File: config.mk
export PLATFORM = sky130hd
export DESIGN_NAME = alu_muldiv
export DESIGN_NICKNAME = d
export VERILOG_FILES = /design/src/rtl/alu_pkg.sv /design/src/rtl/alu_divider.sv /design/src/rtl/alu_muldiv.sv
export SDC_FILE = /design/constraint.sdc
export NUM_CORES = 2
export LEC_CHECK = 0
export BUFFER_PORTS_ARGS = -buffer_cell sky130_fd_sc_hd__clkbuf_2
export CAP_MARGIN = 25
export CORE_UTILIZATION = 50
export DETAILED_ROUTE_END_ITERATION = 8
export HOLD_SLACK_MARGIN = 0.02
export PLACE_DENSITY = 0.65
export SETUP_SLACK_MARGIN = 0.3
export SYNTH_ARGS = -nofsm -noshare
export SYNTH_HDL_FRONTEND = slang
export SYNTH_SLANG_ARGS = --single-unit
export TNS_END_PERCENT = 50
File: constraint.sdc
create_clock -name clock -period 14.05 [get_ports clock]
set_input_delay 2.1075 -clock clock [delete_from_list [all_inputs] [get_ports clock]]
set_output_delay 2.1075 -clock clock [all_outputs]
set_load 0.02 [all_outputs]
File: src/rtl/alu_pkg.sv
// Shared op encodings, compare-flag indices, FSM states and op-class helpers for alu_muldiv.
package alu_pkg;

  localparam int ALU_OP_W = 5;

  typedef enum logic [ALU_OP_W-1:0] {
    OP_ADD    = 5'd0,
    OP_SUB    = 5'd1,
    OP_SLL    = 5'd2,
    OP_SLT    = 5'd3,
    OP_SLTU   = 5'd4,
    OP_XOR    = 5'd5,
    OP_SRL    = 5'd6,
    OP_SRA    = 5'd7,
    OP_OR     = 5'd8,
    OP_AND    = 5'd9,
    OP_MUL    = 5'd10,
    OP_MULH   = 5'd11,
    OP_MULHSU = 5'd12,
    OP_MULHU  = 5'd13,
    OP_DIV    = 5'd14,
    OP_DIVU   = 5'd15,
    OP_REM    = 5'd16,
    OP_REMU   = 5'd17
  } alu_op_t;

  localparam int CMP_EQ  = 0;
  localparam int CMP_NE  = 1;
  localparam int CMP_LT  = 2;
  localparam int CMP_GE  = 3;
  localparam int CMP_LTU = 4;
  localparam int CMP_GEU = 5;
  localparam int CMP_W   = 6;

  typedef enum logic [1:0] {
    IDLE     = 2'd0,
    MUL_WAIT = 2'd1,
    DIV_RUN  = 2'd2
  } alu_state_t;

  function automatic logic is_mul(input alu_op_t o);
    return (o == OP_MUL) || (o == OP_MULH) || (o == OP_MULHSU) || (o == OP_MULHU);
  endfunction

  function automatic logic is_div(input alu_op_t o);
    return (o == OP_DIV) || (o == OP_DIVU) || (o == OP_REM) || (o == OP_REMU);
  endfunction

endpackage

File: src/rtl/alu_divider.sv
// Iterative radix-2 restoring divider: first step taken on start, WIDTH steps total, then done
// is raised for one cycle with the sign-corrected quotient or remainder on result.
module alu_divider #(
  parameter int WIDTH = 32
) (
  input  logic             clock,
  input  logic             reset_n,
  input  logic             start,
  input  logic             kill,
  input  logic             signed_op,
  input  logic             want_rem,
  input  logic [WIDTH-1:0] dividend,
  input  logic [WIDTH-1:0] divisor,
  output logic             done,
  output logic [WIDTH-1:0] result
);

  localparam int CW = $clog2(WIDTH) + 1;
  localparam logic [CW-1:0] LAST = CW'(WIDTH);

  logic             busy;
  logic [CW-1:0]    cnt;
  logic [WIDTH-1:0] rem_q;
  logic [WIDTH-1:0] quo_q;
  logic [WIDTH-1:0] dvs_q;
  logic             qneg_q;
  logic             rneg_q;
  logic             rem_sel_q;

  logic             a_neg;
  logic             b_neg;
  logic [WIDTH-1:0] a_mag;
  logic [WIDTH-1:0] b_mag;
  logic [2*WIDTH-1:0] first_step;
  logic [2*WIDTH-1:0] next_step;

  // One restoring step: shift the next dividend bit into the partial remainder and subtract if it fits.
  function automatic logic [2*WIDTH-1:0] step(input logic [WIDTH-1:0] r,
                                              input logic [WIDTH-1:0] q,
                                              input logic [WIDTH-1:0] d);
    logic [WIDTH:0] diff;
    diff = {r, q[WIDTH-1]} - {1'b0, d};
    if (!diff[WIDTH]) return {diff[WIDTH-1:0], q[WIDTH-2:0], 1'b1};
    else              return {r[WIDTH-2:0], q[WIDTH-1], q[WIDTH-2:0], 1'b0};
  endfunction

  assign a_neg      = signed_op & dividend[WIDTH-1];
  assign b_neg      = signed_op & divisor[WIDTH-1];
  assign a_mag      = a_neg ? -dividend : dividend;
  assign b_mag      = b_neg ? -divisor  : divisor;
  assign first_step = step({WIDTH{1'b0}}, a_mag, b_mag);
  assign next_step  = step(rem_q, quo_q, dvs_q);

  assign done   = busy && (cnt == LAST);
  assign result = rem_sel_q ? (rneg_q ? -rem_q : rem_q)
                            : (qneg_q ? -quo_q : quo_q);

  always_ff @(posedge clock or negedge reset_n) begin
    if (!reset_n) begin
      busy      <= 1'b0;
      cnt       <= '0;
      rem_q     <= '0;
      quo_q     <= '0;
      dvs_q     <= '0;
      qneg_q    <= 1'b0;
      rneg_q    <= 1'b0;
      rem_sel_q <= 1'b0;
    end else if (kill) begin
      busy <= 1'b0;
    end else if (start) begin
      busy           <= 1'b1;
      cnt            <= CW'(1);
      {rem_q, quo_q} <= first_step;
      dvs_q          <= b_mag;
      qneg_q         <= a_neg ^ b_neg;
      rneg_q         <= a_neg;
      rem_sel_q      <= want_rem;
    end else if (busy) begin
      if (done) begin
        busy <= 1'b0;
      end else begin
        {rem_q, quo_q} <= next_step;
        cnt            <= cnt + 1'b1;
      end
    end
  end

endmodule

File: src/rtl/alu_muldiv.sv
// RV32I/M execute ALU: single-cycle ops in 1 cycle, multiplies via a short pipeline, divides
// via the iterative divider; issue stalls (in_ready low) while a multi-cycle op is in flight.
module alu_muldiv
  import alu_pkg::*;
#(
  parameter int WIDTH       = 32,
  parameter int MUL_LATENCY = 2,
  parameter int OP_W        = ALU_OP_W
) (
  input  logic             clock,
  input  logic             reset_n,
  input  logic             in_valid,
  output logic             in_ready,
  input  logic             flush,
  input  logic [OP_W-1:0]  op,
  input  logic             use_imm,
  input  logic [WIDTH-1:0] rs1_val,
  input  logic [WIDTH-1:0] rs2_val,
  input  logic [WIDTH-1:0] imm,
  output logic [5:0]       compare_async,
  output logic             out_valid,
  output logic [WIDTH-1:0] eval
);

  localparam int  SHW        = $clog2(WIDTH);
  localparam int  MUL_STAGES = (MUL_LATENCY > 1) ? MUL_LATENCY - 1 : 1;
  localparam bit  MUL_FAST   = (MUL_LATENCY == 1);
  localparam logic [WIDTH-1:0] MIN_VAL = {1'b1, {(WIDTH-1){1'b0}}};

  alu_state_t state, next_state;
  alu_op_t    op_e;

  logic [WIDTH-1:0] opb;
  logic [WIDTH-1:0] sub_res;
  logic             lt, ltu, eq;
  logic             accept;
  logic             is_m, is_d, fast_done;
  logic             div_signed, div_rem, div_zero, div_ovf, div_special;
  logic [WIDTH-1:0] special_res, alu_res, mul_res, fast_res;
  logic [2*WIDTH-1:0] a_ext, b_ext, product;
  logic             a_sgn, b_sgn;

  logic [WIDTH-1:0] mul_pipe [MUL_STAGES];
  logic [MUL_STAGES-1:0] mul_vld;
  logic             mul_done;
  logic             div_done;
  logic [WIDTH-1:0] div_result;

  assign op_e = alu_op_t'(op);
  assign opb  = use_imm ? imm : rs2_val;

  // Sign-extended WIDTH+1 subtraction keeps lt correct when rs1-opb overflows.
  assign {lt, sub_res} = {rs1_val[WIDTH-1], rs1_val} - {opb[WIDTH-1], opb};
  assign ltu = rs1_val < opb;
  assign eq  = rs1_val == opb;

  assign compare_async[CMP_EQ]  = eq;
  assign compare_async[CMP_NE]  = ~eq;
  assign compare_async[CMP_LT]  = lt;
  assign compare_async[CMP_GE]  = ~lt;
  assign compare_async[CMP_LTU] = ltu;
  assign compare_async[CMP_GEU] = ~ltu;

  assign accept = in_valid & in_ready & ~flush;
  assign is_m   = is_mul(op_e);
  assign is_d   = is_div(op_e);

  assign div_signed  = (op_e == OP_DIV) || (op_e == OP_REM);
  assign div_rem     = (op_e == OP_REM) || (op_e == OP_REMU);
  assign div_zero    = (opb == '0);
  assign div_ovf     = div_signed && (rs1_val == MIN_VAL) && (opb == '1);
  assign div_special = div_zero | div_ovf;

  always_comb begin
    special_res = '0;
    if (div_zero) special_res = div_rem ? rs1_val : '1;
    else if (div_ovf) special_res = div_rem ? '0 : MIN_VAL;
  end

  assign a_sgn   = (op_e == OP_MULH) || (op_e == OP_MULHSU);
  assign b_sgn   = (op_e == OP_MULH);
  assign a_ext   = {{WIDTH{a_sgn & rs1_val[WIDTH-1]}}, rs1_val};
  assign b_ext   = {{WIDTH{b_sgn & opb[WIDTH-1]}}, opb};
  assign product = a_ext * b_ext;
  assign mul_res = (op_e == OP_MUL) ? product[WIDTH-1:0] : product[2*WIDTH-1:WIDTH];

  always_comb begin
    alu_res = '0;
    case (op_e)
      OP_ADD:  alu_res = rs1_val + opb;
      OP_SUB:  alu_res = sub_res;
      OP_SLL:  alu_res = rs1_val << opb[SHW-1:0];
      OP_SLT:  alu_res = {{(WIDTH-1){1'b0}}, lt};
      OP_SLTU: alu_res = {{(WIDTH-1){1'b0}}, ltu};
      OP_XOR:  alu_res = rs1_val ^ opb;
      OP_SRL:  alu_res = rs1_val >> opb[SHW-1:0];
      OP_SRA:  alu_res = $signed(rs1_val) >>> opb[SHW-1:0];
      OP_OR:   alu_res = rs1_val | opb;
      OP_AND:  alu_res = rs1_val & opb;
      default: alu_res = '0;
    endcase
  end

  assign fast_res  = is_d ? special_res : (is_m ? mul_res : alu_res);
  assign fast_done = (!is_d && !is_m) || (is_d && div_special) || (is_m && MUL_FAST);
  assign mul_done  = mul_vld[MUL_STAGES-1];

  always_ff @(posedge clock or negedge reset_n) begin
    if (!reset_n) state <= IDLE;
    else          state <= next_state;
  end

  always_comb begin
    next_state = state;
    in_ready   = (state == IDLE);
    case (state)
      IDLE: begin
        if (accept) begin
          if (is_m && !MUL_FAST)       next_state = MUL_WAIT;
          else if (is_d && !div_special) next_state = DIV_RUN;
        end
      end
      MUL_WAIT: if (flush || mul_done) next_state = IDLE;
      DIV_RUN:  if (flush || div_done) next_state = IDLE;
      default:  next_state = IDLE;
    endcase
  end

  always_ff @(posedge clock or negedge reset_n) begin
    if (!reset_n) begin
      mul_vld <= '0;
      for (int i = 0; i < MUL_STAGES; i++) mul_pipe[i] <= '0;
    end else begin
      if (flush) mul_vld <= '0;
      else begin
        mul_vld[0] <= accept && is_m && !MUL_FAST;
        for (int i = 1; i < MUL_STAGES; i++) mul_vld[i] <= mul_vld[i-1];
      end
      if (accept && is_m) mul_pipe[0] <= mul_res;
      for (int i = 1; i < MUL_STAGES; i++) mul_pipe[i] <= mul_pipe[i-1];
    end
  end

  always_ff @(posedge clock or negedge reset_n) begin
    if (!reset_n) begin
      out_valid <= 1'b0;
      eval      <= '0;
    end else begin
      out_valid <= 1'b0;
      case (state)
        IDLE: if (accept && fast_done) begin
          eval      <= fast_res;
          out_valid <= 1'b1;
        end
        MUL_WAIT: if (!flush && mul_done) begin
          eval      <= mul_pipe[MUL_STAGES-1];
          out_valid <= 1'b1;
        end
        DIV_RUN: if (!flush && div_done) begin
          eval      <= div_result;
          out_valid <= 1'b1;
        end
        default: ;
      endcase
    end
  end

  alu_divider #(.WIDTH(WIDTH)) u_div (
    .clock     (clock),
    .reset_n   (reset_n),
    .start     (accept && is_d && !div_special),
    .kill      (flush),
    .signed_op (div_signed),
    .want_rem  (div_rem),
    .dividend  (rs1_val),
    .divisor   (opb),
    .done      (div_done),
    .result    (div_result)
  );

endmodule

**Yosys cells after proc, flatten, opt, wreduce, memory -nomap -nowiden**

Index checks and enable logic that the tools add are counted.

- Add/subtract/negate cells: 9
- $mul: 1
- $lt $le $gt $ge: 1
- Equality and inequality tests: 31
- Shifts and indexed selects: 3
- Multiplexer cells: 44
- Bitwise logic cells: 15
- Reductions and logical operators: 37

Operator list:

| operator | count |
|---|---|
| $mux 32 | 22 |
| $pmux 32 s10 | 1 |
| $mux 64 | 2 |
| $neg 32->32 | 4 |
| $pmux 32 s3 | 1 |
| $eq 32x32->1 const B | 2 |
| $mul 33x33->64 | 1 |
| $eq 5x4->1 const B | 8 |
| $sub 1x32->33 | 1 |
| $sub 32x32->33 | 1 |
| $sub 33x32->33 | 1 |
| $add 32x32->32 | 1 |
| $and 32x32->32 | 1 |
| $eq 32x32->1 | 1 |
| $logic_not 32->1 | 1 |
| $lt 32x32->1 | 1 |
| $or 32x32->32 | 1 |
| $shl 32x5->32 | 1 |
| $shr 32x5->32 | 1 |
| $sshr 32x5->32 | 1 |
| $xor 32x32->32 | 1 |
| $eq 5x3->1 const B | 4 |
| $mux 6 | 3 |
| $logic_and 1x1->1 | 12 |
| 27 further kinds | 68 |

- Flip-flop bits (word level): 174
- Input port bits: 106
- Word-level logic and storage cells: 154

**Logic depth before layout (Yosys ltp)**

- Word-level depth: 11
- Mapped depth: 37
- Gate-level depth less buffers: 31

**Hierarchy**

A second synthesis with hierarchy kept.

- Cells, all modules: 7625
- Area total of the unflattened synthesis: 60824.6 µm²

By module, submodules not included:

| module | instances | cells an instance | area an instance (µm²) |
|---|---|---|---|
| alu_muldiv | 1 | 6294 | 50718.6 |
| alu_divider | 1 | 1331 | 10105.9 |

**Least setup slack after synthesis**

Ideal clock, no wire load.

- Kind: input-to-reg
- Start: input port use_imm
- End: register eval[27]
- Library setup time: 0.134 ns
- Arrival time: 11.597 ns
- Data required time: 13.916 ns
- Setup slack: 2.318 ns
- Cell stages on the path: 35
- Buffers on the path: 7
- Cells stage by stage: buf_6 > buf_8 > buf_6 > buf_6 > mux2i_1 > inv_2 > buf_1 > clkbuf_1 > buf_1 > nand3_1 > inv_1 > fa_1 > inv_1 > fa_1 > inv_1 > fa_1 > inv_1 > fa_1 > inv_1 > fa_1 > fa_1 > fa_1 > inv_1 > fa_1 > inv_1 > ha_1 > and3_1 > nand4_1 > or2_2 > a2111oi_0 > or3_1 > o21ai_0 > xnor2_1 > a2111oi_0 > a21oi_1

- Cells in the longest elaborated chain, start to end: 9
- Elaborated cells between the ends (all ways): 28
- Classes of those cells: 2 x add/sub; 1 x mul; 2 x eq/ne; 3 x shift; 9 x mux; 5 x bitwise; 6 x reduce/logical

Ends and longest elaborated chain:

| what | line | text |
|---|---|---|
| start: declaration | alu_muldiv.sv:16 | `input logic use_imm,` |
| $mux 32 * | alu_muldiv.sv:50 | `assign opb = use_imm ? imm : rs2_val;` |
| named net b_ext[0] | alu_muldiv.sv:40 | `logic [2*WIDTH-1:0] a_ext, b_ext, product;` |
| parallel branches: the longest is 8 deep, another holds $mul 33x33->64 | n/a |  |
| end signal: assignment | alu_muldiv.sv:152 | `eval <= fast_res;` |
| end signal: assignment | alu_muldiv.sv:156 | `eval <= mul_pipe[MUL_STAGES-1];` |
| end signal: assignment | alu_muldiv.sv:160 | `eval <= div_result;` |
| end: declaration | alu_muldiv.sv:22 | `output logic [WIDTH-1:0] eval` |

Mark *: on every way through the listed nets, which the timed path passes. The select of a mux whose other input is x is not followed.
A chain may end at the register's enable or synchronous reset.

**Worst setup path after layout**

- Start: input port use_imm
- End: register eval[0]

- Cells in the longest elaborated chain, start to end: 9
- Elaborated cells between the ends (all ways): 29
- Classes of those cells: 2 x add/sub; 1 x mul; 1 x order compare; 2 x eq/ne; 3 x shift; 9 x mux; 5 x bitwise; 6 x reduce/logical

Ends and longest elaborated chain:

| what | line |
|---|---|
| $mux 32 * | alu_muldiv.sv:50 |
| parallel branches: the longest is 8 deep, another holds $mul 33x33->64 | n/a |

Every way passes the cells marked *. The select of a mux whose other input is x is not followed.

==> reports/qor.txt <==
status: complete, no violations
I/O Buffers: 145
# resized after CTS: 0
Synth top area share: 37.3%
WL/cell: 34.3 um
cell type of the slowest stage on the worst timing path: sky130_fd_sc_hd__nor3_1
CTS buffer count: 17
detailed-route vias per instance: 6.54
RSZ-0062 raised after global routing: false
Routed Antenna Nets: 0
netlist area before placement: 60500 um2
Die Span X: 350 um
Most Frequent Cell on Critical Path: sky130_fd_sc_hd__fa_1
wire length of the first global-routing pass: 436000 um
first-iteration detailed-routing DRC count: 7809
classification of the worst setup path: input port to register
Worst setup EP type: register
Die Footprint: 122000 um2
maximum fanout along the worst path: 50
CP max stage delay: 0.88 ns
ys flop type: sky130_fd_sc_hd__dfrtp_1
path type of the worst min-delay path: register to register
crit path time final: 12.61 ns
DR vias: 59223
portion of the clock cycle consumed by the worst path in the final layout: 89.7%
total number of H-tree levels: 4
total nets after synthesis: 9066
proportion of layout cells with a drive suffix above 1: 7.28%
routability-driven placement congestion ratio: 1.15
Synth cell types: 98
yosys warns: 0
gr usage total: 51.1%
number of fillers in the final layout: 11464
sum of negative setup slack: 0 ns
cell count after synthesis: 7478
core region area: 120000 um2
data required time of the worst path: 14.45 ns
maximum number of pins on one net before global-route repair: 84
aggregate global routing overflow: 0
number of sinks on the clock net: 174
Layout Skew: 0.0211 ns
Commonest cells post-synth: sky130_fd_sc_hd__inv_1, sky130_fd_sc_hd__nand2_1, sky130_fd_sc_hd__fa_1, sky130_fd_sc_hd__nor2_1, sky130_fd_sc_hd__clkbuf_1
clock input transition at the sequential cells of the worst setup and hold paths: 0.09 ns
Setup crit start kind: input port
number of I/O pins: 146
# hold bufs at CTS: 0
main area contributors after synthesis: sky130_fd_sc_hd__fa_1, sky130_fd_sc_hd__inv_1, sky130_fd_sc_hd__nand2_1
leading cell type by number of instances after synthesis: sky130_fd_sc_hd__inv_1
Clk Tree Root Cell: sky130_fd_sc_hd__clkbuf_16
EDFF count, synth: 0
Final setup violation count: 0
actual transition at the worst max-transition pin: 1.36 ns
DRC: 0
final number of hold-violating endpoints: 0
critical path data arrival time: 13.00 ns
number of register bits inferred by synthesis: 174
clock tree from TritonCTS: done
Slew Limit Headroom: 8.51%
signed area change from the synthesized netlist to the final layout: 6.01%
final routed wirelength across all metal layers: 311000 um
cell row count: 127
post-CTS setup buffer count: 0
number of global-route vias before repair: 58401
die height: 350 um
clock tree buffer depth: 2
detailed placement HPWL: 246000 um
Pins Over Slew Limit: 0
Final #Nets: 8997
clk_lat worst skew: 0.54 ns
max cap viols: 0
async set-or-reset flop fraction in the synthesized netlist: 100%
cell type with the largest total area after synthesis: sky130_fd_sc_hd__fa_1
proportion of synthesized chip area in sequential cells: 7.20%
Hold Slack: 0.482 ns
effective utilization at floorplan: 50.4%
Peak Freq: 79.3 MHz
Avg Synthesized Cell Area: 8.09 um2
antenna violations before repair: 34
number of search-and-repair iterations in the first detailed-routing pass: 6
==> area by class of cell <==
class                   instances  area [um2]  share of cell area (%)
diodes                         25        62.6                  0.0976
clock buffers                  17         425                   0.664
clock inverters                15         204                   0.318
inverters                    1345        5050                    7.88
multi-input cells            5496       49500                    77.2
flip-flops and latches        174        4350                    6.79
well taps                    1612        2020                    3.15
repair buffers                375        2510                    3.91
==> cell usage in the layout, fill, tap and decap left out, drive strengths merged, types with 21 or more instances in the layout <==
cell type / instances
a21o: 74
nor2b: 26
clkinv: 21
o21ai: 311
nand3: 97
nor4: 42
o22ai: 29
nand4: 51
or3: 29
xor2: 61
buf: 232
a22oi: 24
mux2: 24
nor3: 95
a31oi: 120
mux2i: 125
o211ai: 59
xnor2: 156
dfrtp: 174
nand2: 1206
o21a: 28
and3: 39
fa: 1128
nor2: 625
a21oi: 283
o2111ai: 23
clkbuf: 160
a211oi: 64
ha: 354
nand2b: 30
a221oi: 27
diode: 25
inv: 1339
o31ai: 47
==> registers in the layout, summed over array words and instances, names as in the netlist <==
name             flops
eval                32
u_div.dvs_q         32
mul_done             1
u_div.busy           1
out_valid            1
u_div.rem_sel_q      1
state                2
u_div.quo_q         32
mul_pipe            32
u_div.rem_q         32
u_div.qneg_q         1
u_div.cnt            6
u_div.rneg_q         1
==> final timing paths <==
path                                 start              end  slack, ns  depth (start not counted)
setup reg to reg           u_div.quo_q[31]  u_div.rem_q[27]       9.59                         14
setup / recovery                   use_imm          eval[0]       1.44                         29
max in group asynchronous          reset_n         eval[23]      11.11                          2
min in group asynchronous          reset_n   u_div.dvs_q[7]       1.59                          1
hold reg to reg               mul_pipe[17]     mul_pipe[17]       0.48                          2
hold / removal                mul_pipe[17]     mul_pipe[17]       0.48                          2
==> worst max-delay path: cells and delay by family <==
family	cells	cell delay, ns
AO/OA/AOI/OAI	4	1.17
adder cells (fa/ha/maj)	9	4.20
buffers and inverters	9	2.16
XOR/XNOR	1	0.41
AND/OR/NAND/NOR	4	1.54
multiplexers	2	1.28
==> layer usage <==
| metal | GRT usage [%] | up-vias | wire (um) |
|---|---|---|---|
| met5 | 0 | - | 100 |
| met4 | 40.0 | 16 | 30000 |
| met3 | 19.1 | 1272 | 42900 |
| met2 | 73.1 | 4413 | 127000 |
| met1 | 62.0 | 29732 | 111000 |
| li1 | - | 23790 | - |
==> metrics by stage <==
stage / util (%) / area [um2] / std cells / setup slack [ns]
after floorplan: - / 60500 / 7478 / 2.32
after CTS: 53.4 / 64000 / 9033 / 1.87
after global routing: 53.4 / 64000 / 9037 / 1.21
after global placement: 52.8 / 63300 / 8998 / 1.30
final: 53.4 / 64100 / 9059 / 1.44
after detailed placement: 52.8 / 63400 / 9001 / 1.34
==> cells by family (layout without fill, tap and decap cells) <==
logic type / after synthesis / count (layout) / share of synthesized area [%]
muxes: 163 / 163 / 3.18
and+or+nand+nor: 2331 / 2331 / 16.4
AOI/OAI and AO/OA: 1303 / 1303 / 14.0
buffers and inverters: 1808 / 1752 / 11.3
other: 0 / 25 / 0
adders and majority gates: 1482 / 1482 / 44.7
DFF: 174 / 174 / 7.20
xor gates and xnor gates: 217 / 217 / 3.14
Power is not shown: default switching activity piles up to over one toggle a cycle in this logic, so the estimate is an artifact.
